<file path="config.mk">
export PLATFORM = sky130hd
export DESIGN_NAME = uart_verici_fifolu
export DESIGN_NICKNAME = d
export VERILOG_FILES = /design/src/rtl/uart_verici_fifolu_pkg.sv /design/src/rtl/uart_fifo.sv /design/src/rtl/uart_verici_fifolu.sv
export SDC_FILE = /design/constraint.sdc
export NUM_CORES = 1
export LEC_CHECK = 0
export ABC_AREA = 1
export ABC_CLOCK_PERIOD_IN_PS = 9960
export BUFFER_PORTS_ARGS = -buffer_cell sky130_fd_sc_hd__buf_2
export CAP_MARGIN = 15
export CORE_MARGIN = 2
export CORE_UTILIZATION = 30
export DETAILED_ROUTE_END_ITERATION = 10
export GPL_TIMING_DRIVEN = 0
export SETUP_SLACK_MARGIN = 0.3
export SKIP_LAST_GASP = 1
export SYNTH_ARGS = -nofsm -noshare
export SYNTH_HDL_FRONTEND = slang
export SYNTH_HIERARCHICAL = 1
export SYNTH_SLANG_ARGS = --single-unit
</file>
<file path="constraint.sdc">
create_clock -name clk_i -period 9.96 [get_ports clk_i]
set_clock_uncertainty 0.15 [all_clocks]
set_input_delay 0.498 -clock clk_i [delete_from_list [all_inputs] [get_ports clk_i]]
set_output_delay 0.498 -clock clk_i [all_outputs]
set_load 0.01 [all_outputs]
</file>
<file path="src/rtl/uart_verici_fifolu_pkg.sv">
// Shared constants for the FIFO-buffered UART transmitter: parity codes,
// FSM state encoding and counter widths.
package uart_verici_fifolu_pkg;

  localparam logic [1:0] PAR_YOK  = 2'b00;
  localparam logic [1:0] PAR_CIFT = 2'b01;
  localparam logic [1:0] PAR_TEK  = 2'b10;

  localparam int unsigned BAUD_W    = 16;
  localparam int unsigned BIT_SAY_W = 4;

  typedef enum logic [2:0] {
    BOSTA  = 3'd0,
    BASLA  = 3'd1,
    VERI   = 3'd2,
    PARITE = 3'd3,
    DUR    = 3'd4
  } durum_e;

  // Code 11 is treated the same as "no parity".
  function automatic logic parite_aktif(input logic [1:0] mod);
    return (mod == PAR_CIFT) || (mod == PAR_TEK);
  endfunction

endpackage

</file>
<file path="src/rtl/uart_fifo.sv">
// Synchronous FIFO with power-of-two depth; pointers wrap naturally and the
// word count distinguishes full from empty.
module uart_fifo #(
  parameter int unsigned GENISLIK = 8,
  parameter int unsigned DERINLIK = 8
) (
  input  logic                        clk_i,
  input  logic                        rst_i,
  input  logic                        yaz_i,
  input  logic [GENISLIK-1:0]         yaz_veri_i,
  input  logic                        oku_i,
  output logic [GENISLIK-1:0]         oku_veri_c,
  output logic [$clog2(DERINLIK):0]   sayac_o,
  output logic                        dolu_c,
  output logic                        bos_c
);

  localparam int unsigned AW = $clog2(DERINLIK);
  localparam int unsigned CW = AW + 1;

  logic [GENISLIK-1:0] mem_q [DERINLIK];
  logic [AW-1:0]       wr_ptr_q, wr_ptr_d;
  logic [AW-1:0]       rd_ptr_q, rd_ptr_d;
  logic [CW-1:0]       sayac_q, sayac_d;
  logic                yaz_ok, oku_ok;

  assign dolu_c     = (sayac_q == CW'(DERINLIK));
  assign bos_c      = (sayac_q == '0);
  assign yaz_ok     = yaz_i && !dolu_c;
  assign oku_ok     = oku_i && !bos_c;
  assign oku_veri_c = mem_q[rd_ptr_q];
  assign sayac_o    = sayac_q;

  always_comb begin
    wr_ptr_d = wr_ptr_q;
    rd_ptr_d = rd_ptr_q;
    sayac_d  = sayac_q;
    if (yaz_ok) wr_ptr_d = wr_ptr_q + AW'(1);
    if (oku_ok) rd_ptr_d = rd_ptr_q + AW'(1);
    case ({yaz_ok, oku_ok})
      2'b10:   sayac_d = sayac_q + CW'(1);
      2'b01:   sayac_d = sayac_q - CW'(1);
      default: sayac_d = sayac_q;
    endcase
  end

  always_ff @(posedge clk_i) begin
    if (rst_i) begin
      wr_ptr_q <= '0;
      rd_ptr_q <= '0;
      sayac_q  <= '0;
    end else begin
      wr_ptr_q <= wr_ptr_d;
      rd_ptr_q <= rd_ptr_d;
      sayac_q  <= sayac_d;
    end
  end

  // Storage carries no reset; contents are unreachable until rewritten.
  always_ff @(posedge clk_i) begin
    if (yaz_ok) mem_q[wr_ptr_q] <= yaz_veri_i;
  end

endmodule

</file>
<file path="src/rtl/uart_verici_fifolu.sv">
// UART transmitter fed by a word FIFO; frame settings are captured when each
// frame starts so mid-frame configuration changes only affect later frames.
module uart_verici_fifolu
  import uart_verici_fifolu_pkg::*;
#(
  parameter int unsigned VERI_BIT      = 8,
  parameter int unsigned FIFO_DERINLIK = 8
) (
  input  logic                             clk_i,
  input  logic                             rst_i,
  input  logic [VERI_BIT-1:0]              veri_i,
  input  logic                             veri_gecerli_i,
  output logic                             veri_hazir_o,
  input  logic [15:0]                      baud_div_i,
  input  logic [1:0]                       parite_mod_i,
  input  logic                             dur_bit_i,
  output logic                             tx_o,
  output logic                             mesgul_o,
  output logic [$clog2(FIFO_DERINLIK):0]   doluluk_o
);

  localparam int unsigned DW = $clog2(FIFO_DERINLIK) + 1;

  durum_e                durum_q, durum_d;
  logic [BAUD_W-1:0]     baud_q, baud_d;
  logic [BAUD_W-1:0]     bolen_q, bolen_d;
  logic [BIT_SAY_W-1:0]  bit_q, bit_d;
  logic [VERI_BIT-1:0]   kay_q, kay_d;
  logic                  par_bit_q, par_bit_d;
  logic                  par_en_q, par_en_d;
  logic                  dur2_q, dur2_d;
  logic                  tx_q, tx_d;
  logic                  hazir_q, hazir_d;
  logic                  mesgul_q, mesgul_d;

  logic                  yaz_c, pop_c, basla_c, bit_son_c, bos_c, dolu_c;
  logic [VERI_BIT-1:0]   fifo_veri_c;
  logic [DW-1:0]         sayac;
  logic [DW-1:0]         sayac_sonraki_c;

  assign yaz_c     = veri_gecerli_i && hazir_q && !rst_i;
  assign bit_son_c = (baud_q == bolen_q - BAUD_W'(1));

  uart_fifo #(
    .GENISLIK (VERI_BIT),
    .DERINLIK (FIFO_DERINLIK)
  ) u_fifo (
    .clk_i      (clk_i),
    .rst_i      (rst_i),
    .yaz_i      (yaz_c),
    .yaz_veri_i (veri_i),
    .oku_i      (pop_c),
    .oku_veri_c (fifo_veri_c),
    .sayac_o    (sayac),
    .dolu_c     (dolu_c),
    .bos_c      (bos_c)
  );

  // Next-state, bit timing and serial data selection.
  always_comb begin
    durum_d   = durum_q;
    baud_d    = baud_q;
    bolen_d   = bolen_q;
    bit_d     = bit_q;
    kay_d     = kay_q;
    par_bit_d = par_bit_q;
    par_en_d  = par_en_q;
    dur2_d    = dur2_q;
    tx_d      = tx_q;
    basla_c   = 1'b0;
    pop_c     = 1'b0;

    case (durum_q)
      BOSTA: begin
        tx_d = 1'b1;
        if (!bos_c) basla_c = 1'b1;
      end
      BASLA: begin
        if (bit_son_c) begin
          durum_d = VERI;
          tx_d    = kay_q[0];
          baud_d  = '0;
          bit_d   = '0;
        end else begin
          baud_d = baud_q + BAUD_W'(1);
        end
      end
      VERI: begin
        if (bit_son_c) begin
          baud_d = '0;
          if (bit_q == BIT_SAY_W'(VERI_BIT - 1)) begin
            bit_d = '0;
            if (par_en_q) begin
              durum_d = PARITE;
              tx_d    = par_bit_q;
            end else begin
              durum_d = DUR;
              tx_d    = 1'b1;
            end
          end else begin
            bit_d = bit_q + BIT_SAY_W'(1);
            kay_d = kay_q >> 1;
            tx_d  = kay_q[1];
          end
        end else begin
          baud_d = baud_q + BAUD_W'(1);
        end
      end
      PARITE: begin
        if (bit_son_c) begin
          durum_d = DUR;
          tx_d    = 1'b1;
          baud_d  = '0;
          bit_d   = '0;
        end else begin
          baud_d = baud_q + BAUD_W'(1);
        end
      end
      DUR: begin
        if (bit_son_c) begin
          baud_d = '0;
          if (dur2_q && (bit_q == '0)) begin
            bit_d = BIT_SAY_W'(1);
          end else if (!bos_c) begin
            basla_c = 1'b1;
          end else begin
            durum_d = BOSTA;
            tx_d    = 1'b1;
            bit_d   = '0;
          end
        end else begin
          baud_d = baud_q + BAUD_W'(1);
        end
      end
      default: begin
        durum_d = BOSTA;
        tx_d    = 1'b1;
      end
    endcase

    // Frame start: pop the word and freeze this frame's configuration.
    if (basla_c) begin
      pop_c     = 1'b1;
      durum_d   = BASLA;
      tx_d      = 1'b0;
      baud_d    = '0;
      bit_d     = '0;
      kay_d     = fifo_veri_c;
      par_bit_d = (^fifo_veri_c) ^ (parite_mod_i == PAR_TEK);
      par_en_d  = parite_aktif(parite_mod_i);
      dur2_d    = dur_bit_i;
      bolen_d   = (baud_div_i == 16'd0) ? BAUD_W'(1) : baud_div_i;
    end
  end

  // Occupancy after this edge drives the registered ready and busy flags.
  always_comb begin
    sayac_sonraki_c = sayac;
    case ({yaz_c && !dolu_c, pop_c && !bos_c})
      2'b10:   sayac_sonraki_c = sayac + DW'(1);
      2'b01:   sayac_sonraki_c = sayac - DW'(1);
      default: sayac_sonraki_c = sayac;
    endcase
    hazir_d  = (sayac_sonraki_c != DW'(FIFO_DERINLIK));
    mesgul_d = !((durum_d == BOSTA) && (sayac_sonraki_c == '0));
  end

  always_ff @(posedge clk_i) begin
    if (rst_i) begin
      durum_q   <= BOSTA;
      baud_q    <= '0;
      bolen_q   <= BAUD_W'(1);
      bit_q     <= '0;
      kay_q     <= '0;
      par_bit_q <= 1'b0;
      par_en_q  <= 1'b0;
      dur2_q    <= 1'b0;
      tx_q      <= 1'b1;
      hazir_q   <= 1'b1;
      mesgul_q  <= 1'b0;
    end else begin
      durum_q   <= durum_d;
      baud_q    <= baud_d;
      bolen_q   <= bolen_d;
      bit_q     <= bit_d;
      kay_q     <= kay_d;
      par_bit_q <= par_bit_d;
      par_en_q  <= par_en_d;
      dur2_q    <= dur2_d;
      tx_q      <= tx_d;
      hazir_q   <= hazir_d;
      mesgul_q  <= mesgul_d;
    end
  end

  assign tx_o         = tx_q;
  assign veri_hazir_o = hazir_q;
  assign mesgul_o     = mesgul_q;
  assign doluluk_o    = sayac;

endmodule

</file>
==> impl_results.md <==
* Vias per cell at 4.65
* Worst-skew pair later-pin latency at 430 ps
* Leading area contributor after synthesis: sky130_fd_sc_hd__edfxtp_1
* Global Route Usage Sum at between 10% and 20%
* Synthesized net count at ~900
* Power density over cell area at between 200 and 300 nW/um^2
* Amount of wire on met2 after detailed routing at 7660 microns
* DR DRC count at 0
* Slowest stage delay, CP at around 310 ps
* WS Path Type: reg2reg
* Reg-to-reg slack, setup at 5710 ps
* Grt ovf at 0
* Cell depth of the worst hold path at 3
* Number of hold violations in the final report at 0
* Initial antenna violation count at 0
* Number of hold-repair buffers added at the cts stage at 0
* Half-perimeter wire length of the detailed placement result at about 12000 microns
* FF+latch count, synth at 130
* Data required time at the worst endpoint at about 10000 ps
* Antenna-violating nets left at 0
* Die outline area at 24000 sq um
* Max Clock Freq at between 200 and 250 MHz
* Cell family contributing the most delay on the critical path: simple AND/OR/NAND/NOR gates
* Floorplan die width at 155 microns
* Starting Density at a little under a third
* Time the final worst path needs with I/O delays and setup at between 4000 and 5000 ps
* Resize count post-CTS at 0
* Fill cell count at 2272
* Biggest area contributors in the synthesized netlist: sky130_fd_sc_hd__edfxtp_1 (28%), sky130_fd_sc_hd__dfxtp_1 (19%), sky130_fd_sc_hd__nand2_1 (11%)
* Share of the synthesized area in the top cell type at ~28%
* Number of I/O pins at 37
* Netlist area before placement at slightly below 7000 sq um
* Met3 wire len at around 640 microns
* Post-synthesis async set-or-reset flop share at 0%
* Number of buffers created by CTS at 17
* Final setup violation count at 0
* Period utilisation layout at a little over two fifths
* Initial drt markers at around 370
* Sum of negative setup slack at 0 ps
* Routability-driven placement congestion ratio at approximately 0.84
* Sequential share of the synthesized area at roughly 47%
* Wl on met1 at about 7300 microns
* Worst hold path type: in2reg
* First-pass GRT wire length at ~26000 microns
* Worst max-slew margin expressed relative to the limit at approximately 43%
* Share of post-route cells with drive strength above 1 at between 10 and 15%
* Ys Warns at 6
* Clock sinks at 130
* IO buf count at 36
* Cells after synthesis at roughly 840
* Worst reg2reg path depth at 24
* Post-synthesis cell type count at 45
* Clock Tree Root: sky130_fd_sc_hd__clkbuf_16
* Library cell contributing the largest single delay on the critical path: sky130_fd_sc_hd__dfxtp_1
* Highest routed layer: met4
* Average footprint of a synthesized cell at 8.10 sq um
* Critical path fanouts, max at 11
* Max-cap violation count at 0
* DIE HEIGHT at roughly 150 microns
* CP bufs+invs at 4
* 1st-pass router iterations at 5
* Top cell by count, worst path: sky130_fd_sc_hd__nand2_1
* Leak pwr at 3.41 nW
* H-tree level count at 4
* Post-CTS setup-driven buffer insertion count at 0
* Worst hold slack after final layout at 164 ps
* Total vias in the final route at ~5600
* Ordered cell list for the critical path: inv_1 > ha_1 > nand3_4 > nor2_1 > nand2_1 > xor2_1 > nand3_1 > nor2_4 > nand3_4 > nand2_4 > buf_6 > buf_8 > ha_1 > nand2_1 > inv_1 > nor2_1 > ha_1 > a21oi_1 > xor2_1 > o221ai_1 > nor2_1 > nand2_1 > nand2_1 > nand3_1
* Number of flops mapped to enable cells by yosys at 64
* Max Transition Viols Final at 0
* Endpoint class of the critical path: flop
* Crit. path cell count at 24
* Crit path DAT at 4400 ps
* Layout Area Growth over Synthesis at 16.5%
* Post-detailed-route wirelength per cell at ~13 microns
* Clock transition at path regs at about 60 ps
* Core Area at about 23000 sq um
* Number of nets in the layout at roughly 940
* Ant diodes at 0
* Number of global-route vias before repair at around 5200
* Total wire length after detailed routing at 15800 microns
* Category of the worst setup path launch point: flop
* Commonest register cell after synthesis: sky130_fd_sc_hd__dfxtp_1
* CTS max path bufs at 2
* Pin count of the biggest net entering global routing at 17
* TritonCTS clock tree: done
* Outcome: completed
* Setup repair after global routing missed its margin: false
* Count of standard-cell rows at 55
* Worst supply voltage drop on vdd at just over 0.0001 V
* Slew at the pin closest to its max-slew limit at 856 ps
## layout by cell type, fill, tap and decap left out, drive strengths merged
cell and instances:
nor3 17, o211ai 1, nor4 2, clkinv 5, ha 13, xor2 14, nand2 206, nand3 46
and3 4, a21o 1, edfxtp 64, o22ai 18, bufinv 1, mux2i 8, inv 116, a211oi 1
buf 49, nand3b 6, a31oi 2, o221ai 2, dfxtp 66, or2 1, a21oi 32, nand4 10
nor2 123, o21ai 63, clkbuf 21, nor3b 11, xnor2 9
## stage by stage
step                setup WS, ps  std cells  cell area (sq um)  util, %  power (mW)
floorplan                   6410        844               6840        -        1.51
global placement            5780       1165               7370     32.8        1.75
detailed placement          5730       1165               7370     32.8        1.76
CTS                         5700       1197               7970     35.4        2.39
global route                5310       1197               7970     35.4        2.56
finish                      5710       1197               7970     35.4        2.38
## routing by layer
layer	vias up	track usage [%]
met5	-	0
met2	95	23.3
met3	13	3.29
met4	0	4.32
met1	2551	16.7
li1	2902	-
## logic make-up (layout without fill, tap and decap cells)
family	Yosys count	in the layout	share of synthesized area, %
flip-flops	130	130	47.4
AND/OR/NAND/NOR	426	426	28.5
adder cells (fa/ha/maj)	13	13	2.38
multiplexers	8	8	1.17
XOR/XNOR	23	23	2.95
AO/OA/AOI/OAI	120	120	9.48
buffers and inverters	124	192	8.05
## layout make-up
| type | instances | area [sq um] | share of cell area, % |
|---|---|---|---|
| buffer | 17 | 146 | 1.84 |
| clock buffer | 17 | 425 | 5.34 |
| clock inverter | 15 | 166 | 2.09 |
| inverter | 107 | 404 | 5.07 |
| multi-input combinational | 590 | 3040 | 38.2 |
| sequential | 130 | 3240 | 40.7 |
| tap | 285 | 357 | 4.48 |
| timing repair buffer | 36 | 180 | 2.26 |
## worst paths after layout
path                                  from  endpoint
worst min-delay path             dur_bit_i    dur2_q
worst max register to register  bolen_q[0]  mesgul_o
worst max-delay path            bolen_q[0]  mesgul_o
worst min register to register    kay_q[5]  kay_q[5]
## state kept, by name (all words and copies together), names as in the netlist, named ones only
signal           count
tx_o                 1
mesgul_o             1
bit_q                4
bolen_q             16
u_fifo/sayac_o       4
u_fifo/rd_ptr_q      3
durum_q              3
par_bit_q            1
kay_q                8
dur2_q               1
par_en_q             1
u_fifo/wr_ptr_q      3
baud_q              16
u_fifo/mem_q        64
veri_hazir_o         1
## tightest hold or removal path, delay by kind of cell
family,cells,cell delay (ps)
buf+inv,1,90
simple gates,2,120
## synthesized netlist by cell type, drive strengths merged (2+ instances only)
library cell	n
buf	13
and3	4
edfxtp	64
a31oi	2
o221ai	2
dfxtp	66
nor4	2
inv	107
nand4	10
nand3	46
xnor2	9
clkbuf	4
nor3	17
o22ai	18
nor2	123
ha	13
xor2	14
mux2i	8
nor3b	11
a21oi	32
nand3b	6
nand2	206
o21ai	63
## report_power, final
group	switching (mW)	leakage (nW)	internal, mW
logic	0.675	2.00	0.365
clock network	0.270	0.294	0.356
registers	0.0705	1.12	0.639
(Power assumes the default switching activity.)
